==> config.mk <==
export PLATFORM = sky130hd
export DESIGN_NAME = dot_product_param
export DESIGN_NICKNAME = d
export VERILOG_FILES = /design/src/rtl/dot_product_pkg.sv /design/src/rtl/dot_product_param_tree.sv /design/src/rtl/dot_product_param.sv
export SDC_FILE = /design/constraint.sdc
export NUM_CORES = 1
export LEC_CHECK = 0
export BUFFER_PORTS_ARGS = -buffer_cell sky130_fd_sc_hd__buf_2
export CAP_MARGIN = 25
export CORE_ASPECT_RATIO = 1.25
export CORE_UTILIZATION = 63
export CTS_CLUSTER_DIAMETER = 60
export CTS_CLUSTER_SIZE = 16
export DETAILED_ROUTE_END_ITERATION = 10
export PLACE_DENSITY_LB_ADDON = 0.2
export REMOVE_ABC_BUFFERS = 1
export SLEW_MARGIN = 5
export SYNTH_ARGS = -nofsm -noshare
export SYNTH_HDL_FRONTEND = slang
export SYNTH_SLANG_ARGS = --single-unit
==> constraint.sdc <==
create_clock -name clk -period 4.36 [get_ports clk]
set_input_delay 0.218 -clock clk [delete_from_list [all_inputs] [get_ports clk]]
set_output_delay 0.218 -clock clk [all_outputs]
set_load 0.03 [all_outputs]
==> src/rtl/dot_product_pkg.sv <==
// rtl/dot_product_pkg.sv - shared helpers for the parametrised dot-product engine
package dot_product_pkg;

  // Widest product/accumulator the extension helper can handle
  localparam int EXT_W = 256;

  // Sideband that travels alongside each pipeline beat
  typedef struct packed {
    logic valid;
    logic last;
  } side_t;

  // Ceiling log2; clog2(1) = 0
  function automatic int clog2(input int value);
    int r;
    int v;
    r = 0;
    v = 1;
    while (v < value) begin
      v = v << 1;
      r = r + 1;
    end
    return r;
  endfunction

  // Cycles from the accepting edge (counted as the first) to out_valid rising
  function automatic int DP_LATENCY(input int n);
    return clog2(n) + 2;
  endfunction

  // Sign- or zero-extend the low prod_w bits of prod to EXT_W bits
  function automatic logic [EXT_W-1:0] extend_product(input logic [EXT_W-1:0] prod,
                                                      input int prod_w,
                                                      input bit is_signed);
    logic [EXT_W-1:0] mask;
    mask = (EXT_W'(1) << prod_w) - EXT_W'(1);
    if (is_signed && prod[8'(prod_w - 1)]) begin
      return prod | ~mask;
    end
    return prod & mask;
  endfunction

endpackage

==> src/rtl/dot_product_param_tree.sv <==
// rtl/dot_product_param_tree.sv - registered binary adder tree with valid/last sideband
module dp_adder_tree
  import dot_product_pkg::*;
#(
  parameter int N     = 4,
  parameter int ACC_W = 32
) (
  input  logic               clk,
  input  logic               reset,
  input  logic               adv,
  input  logic               in_valid,
  input  logic               in_last,
  input  logic [N*ACC_W-1:0] in_data,
  output logic               out_valid,
  output logic               out_last,
  output logic [ACC_W-1:0]   sum
);

  localparam int K = clog2(N);

  // Level 0 is the unregistered input; levels 1..K are one register stage each.
  // Each level holds exactly ceil(N / 2^l) operands so every bit is consumed.
  for (genvar l = 0; l <= K; l++) begin : g_lvl
    localparam int CUR = (N + (1 << l) - 1) >> l;
    logic [CUR*ACC_W-1:0] data;
    side_t                side;

    if (l == 0) begin : g_in
      assign data = in_data;
      assign side = side_t'{valid: in_valid, last: in_last};
    end else begin : g_reg
      localparam int PREV = (N + (1 << (l - 1)) - 1) >> (l - 1);
      logic [CUR*ACC_W-1:0] nxt;

      for (genvar j = 0; j < CUR; j++) begin : g_node
        if (2 * j + 1 < PREV) begin : g_add
          assign nxt[j*ACC_W +: ACC_W] = g_lvl[l-1].data[(2*j)*ACC_W +: ACC_W]
                                       + g_lvl[l-1].data[(2*j+1)*ACC_W +: ACC_W];
        end else begin : g_pass
          // Odd leftover operand rides through this level unchanged
          assign nxt[j*ACC_W +: ACC_W] = g_lvl[l-1].data[(2*j)*ACC_W +: ACC_W];
        end
      end

      // Tree level register: holds on stall, clears on reset
      always_ff @(posedge clk) begin
        if (reset) begin
          data <= '0;
          side <= '0;
        end else if (adv) begin
          data <= nxt;
          side <= g_lvl[l-1].side;
        end
      end
    end
  end

  assign sum       = g_lvl[K].data;
  assign out_valid = g_lvl[K].side.valid;
  assign out_last  = g_lvl[K].side.last;

endmodule

==> src/rtl/dot_product_param.sv <==
// rtl/dot_product_param.sv - pipelined N-element dot product with multi-beat accumulate
module dot_product_param
  import dot_product_pkg::*;
#(
  parameter int N      = 4,
  parameter int DATA_W = 8,
  parameter int SIGNED = 0,
  parameter int ACC_W  = 32
) (
  input  logic                clk,
  input  logic                reset,
  input  logic                in_valid,
  output logic                in_ready,
  input  logic                in_last,
  input  logic [N*DATA_W-1:0] a_flat,
  input  logic [N*DATA_W-1:0] b_flat,
  output logic                out_valid,
  input  logic                out_ready,
  output logic [ACC_W-1:0]    result
);

  localparam int PROD_W = 2 * DATA_W;

  // One global advance: the whole pipeline moves or the whole pipeline holds
  logic adv;
  assign adv      = !out_valid || out_ready;
  assign in_ready = adv;

  // Products, each extended to the accumulator width
  logic [N*ACC_W-1:0] prod_ext;

  for (genvar i = 0; i < N; i++) begin : g_mul
    logic [DATA_W-1:0] a_e;
    logic [DATA_W-1:0] b_e;
    logic [PROD_W-1:0] a_x;
    logic [PROD_W-1:0] b_x;
    logic [PROD_W-1:0] prod;

    assign a_e = a_flat[i*DATA_W +: DATA_W];
    assign b_e = b_flat[i*DATA_W +: DATA_W];

    // Extending operands to the product width makes the low PROD_W bits exact
    if (SIGNED != 0) begin : g_sx
      assign a_x = {{DATA_W{a_e[DATA_W-1]}}, a_e};
      assign b_x = {{DATA_W{b_e[DATA_W-1]}}, b_e};
    end else begin : g_zx
      assign a_x = {{DATA_W{1'b0}}, a_e};
      assign b_x = {{DATA_W{1'b0}}, b_e};
    end

    assign prod = a_x * b_x;
    assign prod_ext[i*ACC_W +: ACC_W] =
      ACC_W'(extend_product(EXT_W'(prod), PROD_W, SIGNED != 0));
  end

  // Stage M registers
  logic               m_valid;
  logic               m_last;
  logic [N*ACC_W-1:0] m_data;

  // Stage M: capture products with their sideband; last is only meaningful on a valid beat
  always_ff @(posedge clk) begin
    if (reset) begin
      m_valid <= 1'b0;
      m_last  <= 1'b0;
      m_data  <= '0;
    end else if (adv) begin
      m_valid <= in_valid;
      m_last  <= in_valid && in_last;
      m_data  <= prod_ext;
    end
  end

  // Adder tree
  logic             t_valid;
  logic             t_last;
  logic [ACC_W-1:0] t_sum;

  dp_adder_tree #(
    .N     (N),
    .ACC_W (ACC_W)
  ) u_tree (
    .clk       (clk),
    .reset     (reset),
    .adv       (adv),
    .in_valid  (m_valid),
    .in_last   (m_last),
    .in_data   (m_data),
    .out_valid (t_valid),
    .out_last  (t_last),
    .sum       (t_sum)
  );

  // Stage A: accumulator and output register
  logic [ACC_W-1:0] acc;
  logic [ACC_W-1:0] acc_next;

  assign acc_next = acc + t_sum;

  // Accumulate non-final beats; a final beat publishes the packet sum and clears acc.
  // When advancing without a final beat, the old result has been taken, so drop out_valid.
  always_ff @(posedge clk) begin
    if (reset) begin
      acc       <= '0;
      result    <= '0;
      out_valid <= 1'b0;
    end else if (adv) begin
      if (t_valid && t_last) begin
        result    <= acc_next;
        acc       <= '0;
        out_valid <= 1'b1;
      end else begin
        out_valid <= 1'b0;
        if (t_valid) begin
          acc <= acc_next;
        end
      end
    end
  end

endmodule
======== Word-level counts from Yosys, hierarchy flattened ========
Cells that the tools add are included.
word-level totals
  word-level logic and storage cells ...... 30
  output and inout bits ................... 34
  flip-flop bits (word level) ............. 231
  input port bits ......................... 69
operators by class
  multipliers ............................. 4
  reductions and logical operators ........ 7
  add/subtract/negate cells ............... 4
  mux-type cells .......................... 3
operators with widths
  operator           count
  $add 32x32->32     2
  $mul 8x8->16       4
  $mux 32            2
  $add 16x16->17     2
  $reduce_and 2->1   2
  $logic_and 1x1->1  2
  $reduce_bool 2->1  1
  $logic_not 1->1    1
  $logic_or 1x1->1   1
  $mux 1             1

======== Logic depth before layout (Yosys ltp) ========
  depth in word-level cells ............... 3
  mapped depth ............................ 18
  gate-level depth less buffers ........... 18

======== Cells and area by module ========
Synthesis repeated with hierarchy kept, for this count alone.
unflattened totals
  cells, all modules ...................... 2851
  area, all modules ....................... 23082.1 um^2
modules (own cells, without submodules)
  module             area each (um^2)  cells each  instances
  dot_product_param  14448.9           1737        1
  dp_adder_tree      8633.3            1114        1

======== Worst setup path before layout ========
Ideal clock, no wire load.
  path type ............................... input-to-reg
  start point ............................. input b_flat[20]
  end point ............................... register m_data[79]
  data required time ...................... 4.274 ns
  library setup time ...................... 0.086 ns
  path buffers ............................ 0
  slack ................................... 0.346 ns
  stages on the path ...................... 15
  arrival time ............................ 3.929 ns
  cell sequence ........................... and2_1 fa_1 fa_1 inv_1 fa_1 fa_1 inv_1 ha_1 o21ai_0 nand2b_1 a21o_1 a31o_2 a211o_1 xnor2_1 a211oi_1
between the ends
  longest elaborated chain between the ends .. 1
ends and longest elaborated chain
  item                  line                     RTL
  start, declared       dot_product_param.sv:16  input logic [N*DATA_W-1:0] b_flat,
  $mul 8x8->16          dot_product_param.sv:51  assign prod = a_x * b_x;
  end signal, assigned  dot_product_param.sv:70  m_data <= prod_ext;
  end, declared         dot_product_param.sv:59  logic [N*ACC_W-1:0] m_data;
Every way passes these cells.
A chain may end at the register's enable or synchronous reset.

======== Worst setup path after layout ========
  start point ............................. input a_flat[17]
  end point ............................... register m_data[78]
between the ends
  longest elaborated chain between the ends .. 1
ends and longest elaborated chain
  item             line                     RTL
  start, declared  dot_product_param.sv:15  input logic [N*DATA_W-1:0] a_flat,
  $mul 8x8->16     dot_product_param.sv:51
Every way passes these cells.

==> metrics.csv <==
metric,value,unit
status,finished with violations,
failing checks,DRC,
row count,68,
Core Area,27700,um^2
total global-route track usage,27.2,%
Num Clock Sinks,187,
Placed Cells,2528,
Cell variety after synth,72,
# fillers,2306,
final setup margin,344,ps
post-synthesis sequential area ratio,21.0,%
reg2reg end,acc[18],
gpl congestion,0.878,
Critical Path RT,4700,ps
Synth Area in Compound Gates,15.9,%
H-tree depth,4,
clock root buffer,clkbuf_16,
Crit Path Max Fanout,8,
clk_lat worst skew,430,ps
part of the power in registers,27.4,%
Final Setup Violations,0,
number of I/O port buffers,102,
WL/cell,14.8,um
ys flop type,dfxtp_1,
leak pwr,9.40,nW
initial antenna violation count,0,
crit share post-route,92.1,%
Layout Nets,2626,
Critical R2R Launch,u_tree.sum[0],
#FFs+latches synth,187,
WP data arrival,4360,ps
Critical Path Start,a_flat[17],
RSZ-0062 raised after global routing,no,
Setup crit start kind,input pin,
WHS Endpoint,m_last,
Multi-input gate area,13000,um^2
Crit-path slowest cell,fa_1,
mapped cell area,17900,um^2
Crit path buffers/inverters,4,
largest family of logic cells by synthesized area,adder cells,
minimum clock period,4020,ps
Post-CTS Setup Inserts,0,
ranking of synthesized cells by area,"dfxtp_1, fa_1, ha_1",
CP max stage delay,550,ps
vias per cell,5.63,
combinational share of power,55.4,%
Slew @ Worst Pin,1010,ps
Num CTS Buffers,17,
cell count after synthesis,2127,
worst reg2reg setup slack,1540,ps
drt pass-1 iters,10,
Die X,153,um
CP Cell Sequence,buf_2 -> and2_1 -> fa_1 -> fa_1 -> inv_1 -> fa_1 -> fa_1 -> inv_1 -> ha_1 -> inv_1 -> o21bai_1 -> a2111oi_1 -> or2_2 -> o21ai_0 -> xnor2_1 -> a211oi_1,
multiplexer area fraction after synthesis,0.567,%
Clock Power Share,17.3,%
Hold Path Cell Cnt,3,
Synth Area per Inst,8.40,um^2
drt total wl,38000,um
Synth Area in XOR/XNOR,4.66,%
Slew Limit Fails,0,
"Hold Vio Cnt, Final",0,
Chip Height,190,um
Post-DP HPWL,30000,um
Initial Utilization,64.4,%
Peak VDD IR,320,uV
Post-Synth Adder-Cell Area,31.4,%
clk slew on worst S/H paths,70,ps
Int Power,0.00495,W
first-pass GRT wire length,66000,um
Max clock buf depth,2,
number of antenna diodes,0,
max cap viols,0,
Yosys top cell by area,dfxtp_1,
post-route ant nets,0,
Post-route DRC,7,
Post-Synth Simple-Gate Area,20.0,%
Synth top area share,21.0,%
async set-or-reset flop fraction in the synthesized netlist,0,%
Switch Pwr,0.00347,W
"EDFF count, synth",0,
Synth Warn #,0,
post-route non-filler standard cell count,2560,
relative slew slack,32.5,%
gr ovfl total,0,
switch share,41.2,%
PwrDens,437,nW/um^2
I/O pin count,103,
DR iter-0 viols,647,
critical path depth in cells,16,
CTS tree,built,
vias in the first global route,14500,
Max Clk Rate,249,MHz
total die area,29000,um^2
cell mode on critical path,fa_1,
worst clock skew,6.71,ps
Hold Crit Class,in2reg,
register area,3740,um^2
Hold Slack,50.4,ps
crit path kind,in2reg,
Placement Setup Slack,-190,ps
layout cells sized above 1,8.05,%
via count,14400,
"Largest delay share family, worst path",adder cells,
hold_sp,in_valid,
area grow syn2layout,7.84,%
largest net degree at the start of global routing,101,
crit path capture type,flop,
r2r worst-path depth,11,
[cell families after synthesis]
| family | after synthesis |
|---|---|
| adders and majority gates | 359 |
| xor gates and xnor gates | 95 |
| AOI/OAI and AO/OA | 430 |
| DFF | 187 |
| and+or+nand+nor | 736 |
| muxes | 10 |
| buffers and inverters | 310 |
[per-layer routing]
| metal | wire (um) | vias to the layer above | GRT usage (%) |
|---|---|---|---|
| li1 | - | 7220 | - |
| met1 | 16300 | 6887 | 32.7 |
| met5 | 0 | - | 0 |
| met2 | 19700 | 238 | 50.6 |
| met3 | 944 | 66 | 2.41 |
| met4 | 1090 | 0 | 9.75 |
[tightest hold or removal path, stage by stage]
cell and delay (ps):
buf_2 100, nand3_1 50, a21oi_1 60
[Yosys cell counts (all sizes together), types with 6 or more instances]
master,number
xnor2,62
fa,148
clkbuf,59
a21oi,162
a2111oi,7
buf,8
o21ai,59
a22oi,11
inv,243
a31oi,11
a21boi,6
a211oi,49
o21bai,7
ha,211
nand2,281
nor4b,8
nand2b,9
dfxtp,187
nor3,29
nor2b,21
or3,6
xor2,33
a21o,35
o31ai,9
nor2,126
nor4,6
nand3,20
mux2i,9
and2,206
o21a,22
[sequential cells by signal (all words and copies together) (netlist names)]
signal and count:
u_tree.g_lvl.side 2, m_valid 1, u_tree.out_last 1, acc 32, m_last 1, u_tree.sum 18, out_valid 1, u_tree.out_valid 1
result 32, u_tree.g_lvl.data 34, m_data 64
[cells in the final DEF (no fill, tap or decap), drive strengths merged, types with 5 or more instances in the layout]
cell type,synthesis,final
xor2,33,33
xnor2,62,62
mux2i,9,9
o21ai,59,59
nor2b,21,21
nor4,6,6
nand2,281,281
inv,243,248
a2111oi,7,7
buf,8,119
a31oi,11,11
nor3,29,29
clkbuf,59,19
nor2,126,126
nand2b,9,9
a22oi,11,11
o21bai,7,7
or2,5,5
a2bb2oi,5,5
nor4b,8,8
ha,211,211
or3,6,6
a22o,5,5
dfxtp,187,187
nand3,20,20
and2,206,206
o21a,22,22
a21boi,6,6
a31o,5,5
a21oi,162,162
o31ai,9,9
a21o,35,35
clkinv,0,5
fa,148,148
a211oi,49,49
[metrics by stage]
| step | area (um^2) | utilization (%) | setup TNS, ps | total power (W) |
|---|---|---|---|---|
| 3_5_place_dp | 18700 | 67.4 | -485 | 0.00695 |
| 6_report | 19300 | 69.5 | 0 | 0.00841 |
| 3_3_place_gp | 18700 | 67.4 | -111 | 0.00682 |
| 4_1_cts | 19200 | 69.4 | 0 | 0.00845 |
| 5_1_grt | 19300 | 69.5 | 0 | 0.00919 |
| 2_1_floorplan | 17600 | - | -879560 | 0.00588 |
[worst max path at each step]
stage               slack [ps]          to
floorplan                -6280     acc[18]
global placement           -80  m_data[46]
detailed placement        -190  m_data[78]
CTS                        280  m_data[78]
global route                90  m_data[46]
finish                     340  m_data[78]
[power by group through the flow]
| stage | sequential, W | combinational (W) | clock, W |
|---|---|---|---|
| after floorplan | 0.00223 | 0.00365 | 0 |
| after global placement | 0.00232 | 0.00449 | 0 |
| after detailed placement | 0.00233 | 0.00461 | 0 |
| after CTS | 0.00230 | 0.00468 | 0.00147 |
| after global routing | 0.00233 | 0.00531 | 0.00154 |
| final | 0.00230 | 0.00466 | 0.00145 |
[repair_timing]
item,4_1_cts,5_1_grt
hold endpoints to repair,0,0
endpoints found under the setup margin,0,1
hold buffers,0,0
resized for setup,0,1
[layout make-up]
class,instances,area share [%]
Clock buffer,19,2.35
Multi-Input combinational cell,1630,67.3
Clock inverter,12,0.455
Inverter,243,4.75
Timing Repair Buffer,119,3.41
Sequential cell,187,19.4
Tap cell,350,2.27
Note: power is estimated with default switching activity, not from simulation.
